## src/rtl/demux_key_stream_pkg.sv

```systemverilog
// Shared defaults and payload-slicing helper for the key-routed stream demux
// and the MuxKey-style consumers that unpack its flat out_data bus.
package demux_key_stream_pkg;

  localparam int DEFAULT_NR_OUT   = 4;
  localparam int DEFAULT_SEL_LEN  = 2;
  localparam int DEFAULT_DATA_LEN = 8;
  localparam int DEFAULT_CNT_LEN  = 8;

  // Low bit of payload n inside a flat bus of w-bit payloads.
  function automatic int slice_lo(input int n, input int w);
    return n * w;
  endfunction

endpackage

```

## src/rtl/demux_key_stream_if.sv

```systemverilog
// Valid/ready input stream plus NR_OUT valid/ready output slots of the key demux.
interface demux_key_stream_if #(
  parameter int NR_OUT   = 4,
  parameter int SEL_LEN  = 2,
  parameter int DATA_LEN = 8
);

  logic                         in_valid;
  logic                         in_ready;
  logic [SEL_LEN-1:0]           in_sel;
  logic [DATA_LEN-1:0]          in_data;
  logic [NR_OUT-1:0]            out_valid;
  logic [NR_OUT-1:0]            out_ready;
  logic [NR_OUT*DATA_LEN-1:0]   out_data;

  // master: producer plus consumers; slave: the demux itself
  modport master (
    output in_valid, in_sel, in_data, out_ready,
    input  in_ready, out_valid, out_data
  );

  modport slave (
    input  in_valid, in_sel, in_data, out_ready,
    output in_ready, out_valid, out_data
  );

endinterface

```

## src/rtl/demux_key_stream_slot.sv

```systemverilog
// One-entry register slot: loads on load, empties on drain unless refilled,
// and keeps its payload while empty.
module demux_slot #(
  parameter int DATA_LEN = 8
) (
  input  logic                clk,
  input  logic                rst,
  input  logic                load,
  input  logic                drain,
  input  logic [DATA_LEN-1:0] din,
  output logic                valid,
  output logic [DATA_LEN-1:0] data,
  output logic                ready
);

  // Draining frees the slot in the same cycle, giving full throughput.
  assign ready = ~valid | drain;

  always_ff @(posedge clk) begin
    if (rst) begin
      valid <= 1'b0;
      data  <= '0;
    end else if (load) begin
      valid <= 1'b1;
      data  <= din;
    end else if (drain) begin
      valid <= 1'b0;
    end
  end

endmodule

```

## src/rtl/demux_key_stream.sv

```systemverilog
// Registered 1-to-NR_OUT stream demux: a keyed beat lands in its own one-entry
// slot; beats whose key has no slot are sunk and counted.
module demux_key_stream
  import demux_key_stream_pkg::*;
#(
  parameter int NR_OUT   = DEFAULT_NR_OUT,
  parameter int SEL_LEN  = DEFAULT_SEL_LEN,
  parameter int DATA_LEN = DEFAULT_DATA_LEN,
  parameter int CNT_LEN  = DEFAULT_CNT_LEN
) (
  input  logic               clk,
  input  logic               rst,
  demux_key_stream_if.slave  bus,
  output logic [CNT_LEN-1:0] drop_cnt,
  output logic               drop_pulse
);

  logic [NR_OUT-1:0]   sel_hot;
  logic [NR_OUT-1:0]   slot_ready;
  logic [NR_OUT-1:0]   slot_valid;
  logic [NR_OUT-1:0]   load;
  logic [NR_OUT-1:0]   drain;
  logic [DATA_LEN-1:0] slot_data [NR_OUT];
  logic                in_range;
  logic                drop;

  // Key decode; an all-zero vector means the key addresses no slot.
  always_comb begin
    sel_hot = '0;
    for (int n = 0; n < NR_OUT; n++) begin
      if (int'(bus.in_sel) == n) sel_hot[n] = 1'b1;
    end
  end

  assign in_range     = |sel_hot;
  assign bus.in_ready = in_range ? |(sel_hot & slot_ready) : 1'b1;
  assign load         = sel_hot & slot_ready & {NR_OUT{bus.in_valid}};
  assign drain        = slot_valid & bus.out_ready;
  assign drop         = bus.in_valid & ~in_range;

  for (genvar n = 0; n < NR_OUT; n++) begin : g_slot
    demux_slot #(
      .DATA_LEN (DATA_LEN)
    ) u_slot (
      .clk   (clk),
      .rst   (rst),
      .load  (load[n]),
      .drain (drain[n]),
      .din   (bus.in_data),
      .valid (slot_valid[n]),
      .data  (slot_data[n]),
      .ready (slot_ready[n])
    );
  end

  assign bus.out_valid = slot_valid;

  always_comb begin
    bus.out_data = '0;
    for (int n = 0; n < NR_OUT; n++) begin
      bus.out_data[slice_lo(n, DATA_LEN) +: DATA_LEN] = slot_data[n];
    end
  end

  // Drop counter sticks at all-ones, but the pulse still fires on every drop.
  always_ff @(posedge clk) begin
    if (rst) begin
      drop_cnt   <= '0;
      drop_pulse <= 1'b0;
    end else begin
      drop_pulse <= drop;
      if (drop && drop_cnt != {CNT_LEN{1'b1}}) drop_cnt <= drop_cnt + 1'b1;
    end
  end

endmodule

```

## src/flat_wrapper.sv

```systemverilog
// flat-port wrapper written by rule: the top's interface ports become plain ports
module demux_key_stream_flat import demux_key_stream_pkg::*;
#(
  parameter int NR_OUT   = DEFAULT_NR_OUT,
  parameter int SEL_LEN  = DEFAULT_SEL_LEN,
  parameter int DATA_LEN = DEFAULT_DATA_LEN,
  parameter int CNT_LEN  = DEFAULT_CNT_LEN
)
  (clk, rst, drop_cnt, drop_pulse, bus_in_valid, bus_in_sel, bus_in_data, bus_out_ready, bus_in_ready, bus_out_valid, bus_out_data);
  demux_key_stream_if #(.NR_OUT(NR_OUT), .SEL_LEN(SEL_LEN), .DATA_LEN(DATA_LEN)) bus_i ();
  input  logic clk;
  input  logic rst;
  output logic [CNT_LEN-1:0] drop_cnt;
  output logic drop_pulse;
  input wire logic [$bits(bus_i.in_valid)-1:0] bus_in_valid;
  input wire logic [$bits(bus_i.in_sel)-1:0] bus_in_sel;
  input wire logic [$bits(bus_i.in_data)-1:0] bus_in_data;
  input wire logic [$bits(bus_i.out_ready)-1:0] bus_out_ready;
  output wire logic [$bits(bus_i.in_ready)-1:0] bus_in_ready;
  output wire logic [$bits(bus_i.out_valid)-1:0] bus_out_valid;
  output wire logic [$bits(bus_i.out_data)-1:0] bus_out_data;
  assign bus_i.in_valid = bus_in_valid;
  assign bus_i.in_sel = bus_in_sel;
  assign bus_i.in_data = bus_in_data;
  assign bus_i.out_ready = bus_out_ready;
  assign bus_in_ready = bus_i.in_ready;
  assign bus_out_valid = bus_i.out_valid;
  assign bus_out_data = bus_i.out_data;
  demux_key_stream #(.NR_OUT(NR_OUT), .SEL_LEN(SEL_LEN), .DATA_LEN(DATA_LEN), .CNT_LEN(CNT_LEN)) u_core (.clk(clk), .rst(rst), .bus(bus_i), .drop_cnt(drop_cnt), .drop_pulse(drop_pulse));
endmodule
```

## config.mk

```make
export PLATFORM = sky130hd
export DESIGN_NAME = demux_key_stream_flat
export DESIGN_NICKNAME = d
export VERILOG_FILES = /design/src/rtl/demux_key_stream_pkg.sv /design/src/rtl/demux_key_stream_if.sv /design/src/rtl/demux_key_stream_slot.sv /design/src/rtl/demux_key_stream.sv /design/src/flat_wrapper.sv
export SDC_FILE = /design/constraint.sdc
export NUM_CORES = 1
export LEC_CHECK = 0
export CAP_MARGIN = 20
export CORE_MARGIN = 3
export CORE_UTILIZATION = 39
export CTS_CLUSTER_DIAMETER = 30
export DETAILED_ROUTE_END_ITERATION = 7
export PLACE_DENSITY = 0.77
export SYNTH_ARGS = -nofsm -noshare
export SYNTH_HDL_FRONTEND = slang
export SYNTH_SLANG_ARGS = --single-unit
```

## constraint.sdc

```tcl
create_clock -name clk -period 1 [get_ports clk]
set_input_delay 0.1 -clock clk [delete_from_list [all_inputs] [get_ports clk]]
set_output_delay 0.1 -clock clk [all_outputs]
set_load 0.02 [all_outputs]
```

==> results.md <==
* Status: complete, but fails checks
* Failing checks: negative setup slack
* P_leak at 1.28 nW
* HPWL after DPL at 2830 um
* Antenna Cells at 0
* Hold violation count in the final report at 0
* Largest net degree at the start of global routing at 27
* FP Rows at 23
* Cts bufs inserted at 5
* Vias in the first global route at 1355
* Crit path required time at 0.90 ns
* CP arrival at 1.32 ns
* Post-Syn Area at 1730 sq um
* Setup Viol. Count Final at 28
* Cell count after synthesis at 153
* Critical path's slowest cell: mux4_2
* Worst-path fanout max at 2
* Max frequency at 704 MHz
* GRT Residual Overflow at 0
* GRT met2 Usage at 27.7%
* Unrepaired setup endpoints after global routing: yes
* Die Width at 72.6 um
* Max-cap violations at 0
* GR peak layer: met2
* Routability cong. at 0.757
* Skew final at 0.00402 ns
* CP bufs+invs at 1
* Starting density of the core at 41.7%
* Clock Latency Late Sink at 0.30 ns
* Antenna Nets Post-Route at 0
* CTS Sinks at 45
* Max Buffers Root-to-Sink at 2
* Ports at 63
* Initial antenna violation count at 0
* Warnings, synthesis at 0
* Area of placed instances at 2590 sq um
* Slew Limit Fails at 0
* Net Switching at 0.850 mW
* Fraction of layout cells with a size suffix above 1 at 38.2%
* H-tree depth at 2
* CP delay by family, top: multiplexers
* Post-synthesis sequential area ratio at 52.1%
* Core area at 4140 sq um
* GRT Total Usage at 16.6%
* Clock root buffer: clkbuf_8
* Minimum clock period at 1.42 ns
* DP Worst Slack at -0.779 ns
* Final nets at 255
* Hold WC Path Type: input pin to flop
* Fin crit share at 142%
* Cell variety after synth at 15
* Clock share of power at 36.2%
* Port Buffer Count at 62
* Worst-path clk slew at 0.08 ns
* Logic gate share of total power at 12.8%
* Die Footprint at 5260 sq um
* Seq cells post-synth at 45
* Drt wl/cell at 14.3 um
* Slowest Stage Delay on Critical Path at 0.47 ns
* First-pass GRT wire length at 6690 um
* Synth-to-layout area growth at 46.5%
* Drt drc at 0
* Cell-internal power at 2.82 mW
* Average size of a mapped cell at 11.3 sq um
* Final design utilization at 61.1%
* Vias after detailed routing at 1299
* Pre-Repair DR Iteration Count at 4
* Post-Syn Nets at 170
* Startpoint types: flop
* Drt via density at 4.51
* Most common cell after layout, fill and taps aside: buf_2
* Sequential share of power at 50.9%
* Setup ws final at -0.420 ns
* Sw Ratio at 23.2%
* Final hold slack at 0.276 ns
* Hold_buf cts at 0
* Max IR drop VDD at 1030 uV
* Pwr dens at 1450 nW/um^2
* Critical Path, Cell by Cell: nand2b_1 > mux4_2 > buf_6
* Critical path type: flop to output pin
* Most frequent cells in the layout: buf_2 (44), nand2b_1 (43), dfxtp_1 (41)
* Final Instance Area at 2530 sq um
* Grt met3 use at 3.88%
* Worst Setup End Kind: output pin
* Die height at 72.6 um
* Final WL at 4130 um
* DR iter-0 viols at 55
* CTS tree: yes
* GR Util met1 at 20.1%
## path summary, 6_finish.rpt
check,slack [ns],endpoint,depth (start not counted),start
max reg2reg,-0.20,u_core.g_slot[2].u_slot.data[3],6,u_core.g_slot[2].u_slot.valid
max,-0.42,bus_in_ready,3,u_core.g_slot[2].u_slot.valid
min reg2reg,0.47,u_core.drop_cnt[1],1,u_core.drop_cnt[1]
min,0.28,u_core.g_slot[3].u_slot.valid,4,bus_in_valid
## synth_stat cells
library cell	count	share of area (%)
a21oi_1	4	1.2
buf_4	6	2.6
buf_6	1	0.65
clkbuf_1	5	1.1
conb_1	1	0.22
dfxtp_1	45	52
mux2i_1	32	19
mux4_2	1	1.3
nand2_4	1	0.65
nand2b_1	44	16
nand3_2	1	0.58
nand4b_1	2	1.0
nor2b_1	8	2.9
nor2b_2	1	0.51
nor3b_2	1	0.72
## per-layer routing
metal / up-vias / part of all wire (%)
met5: - / 0
met4: 0 / 1.6
met3: 7 / 5.3
met2: 32 / 50
met1: 591 / 43
li1: 669 / -
## power groups by stage
stage | logic [mW] | clock network (mW) | registers [mW]
2_1_floorplan | 0.176 | 0 | 1.97
3_3_place_gp | 0.505 | 0 | 1.91
3_5_place_dp | 0.508 | 0 | 1.91
4_1_cts | 0.487 | 1.38 | 1.87
5_1_grt | 0.507 | 1.44 | 1.88
6_report | 0.471 | 1.33 | 1.87
## worst min-delay path, stage by stage
cell	delay, ns
dlymetal6s2s_1	0.17
nand3_2	0.11
buf_4	0.11
a21oi_1	0.05
## logic make-up after synthesis
family / count (synthesis) / synth area share [%]
buffers and inverters: 12 / 4.34
other: 1 / 0.217
flip-flops: 45 / 52.1
multiplexers: 33 / 19.8
AO/OA/AOI/OAI: 4 / 1.16
AND/OR/NAND/NOR: 58 / 22.3
## stage by stage
step	setup TNS (ns)	std cells	power, mW
2_1_floorplan	-0.0160	153	2.15
3_3_place_gp	-15.55	277	2.42
3_5_place_dp	-16.56	277	2.42
4_1_cts	-3.29	287	3.73
5_1_grt	-4.82	288	3.82
6_report	-2.82	288	3.67
## final cells by class
type / instances / area [sq um]
Multi-Input combinational cell: 97 / 781
Clock inverter: 2 / 35.0
Clock buffer: 5 / 68.8
Fill cell: 375 / 1610
Timing Repair Buffer: 89 / 678
Tap cell: 50 / 62.6
Sequential cell: 45 / 906
## sequential cells by signal (all words and copies together), names as in the netlist
name                        count
u_core.drop_pulse               1
u_core.drop_cnt                 8
u_core.g_slot.u_slot.valid      4
u_core.g_slot.u_slot.data      32
## repair_timing
item	in CTS	in global routing
buffers inserted	4	1
setup endpoints to repair	81	45
pin swaps	1	1
resized for setup	184	11
cloned	1	1
endpoints found under the hold margin	0	0
(Power assumes the default switching activity.)
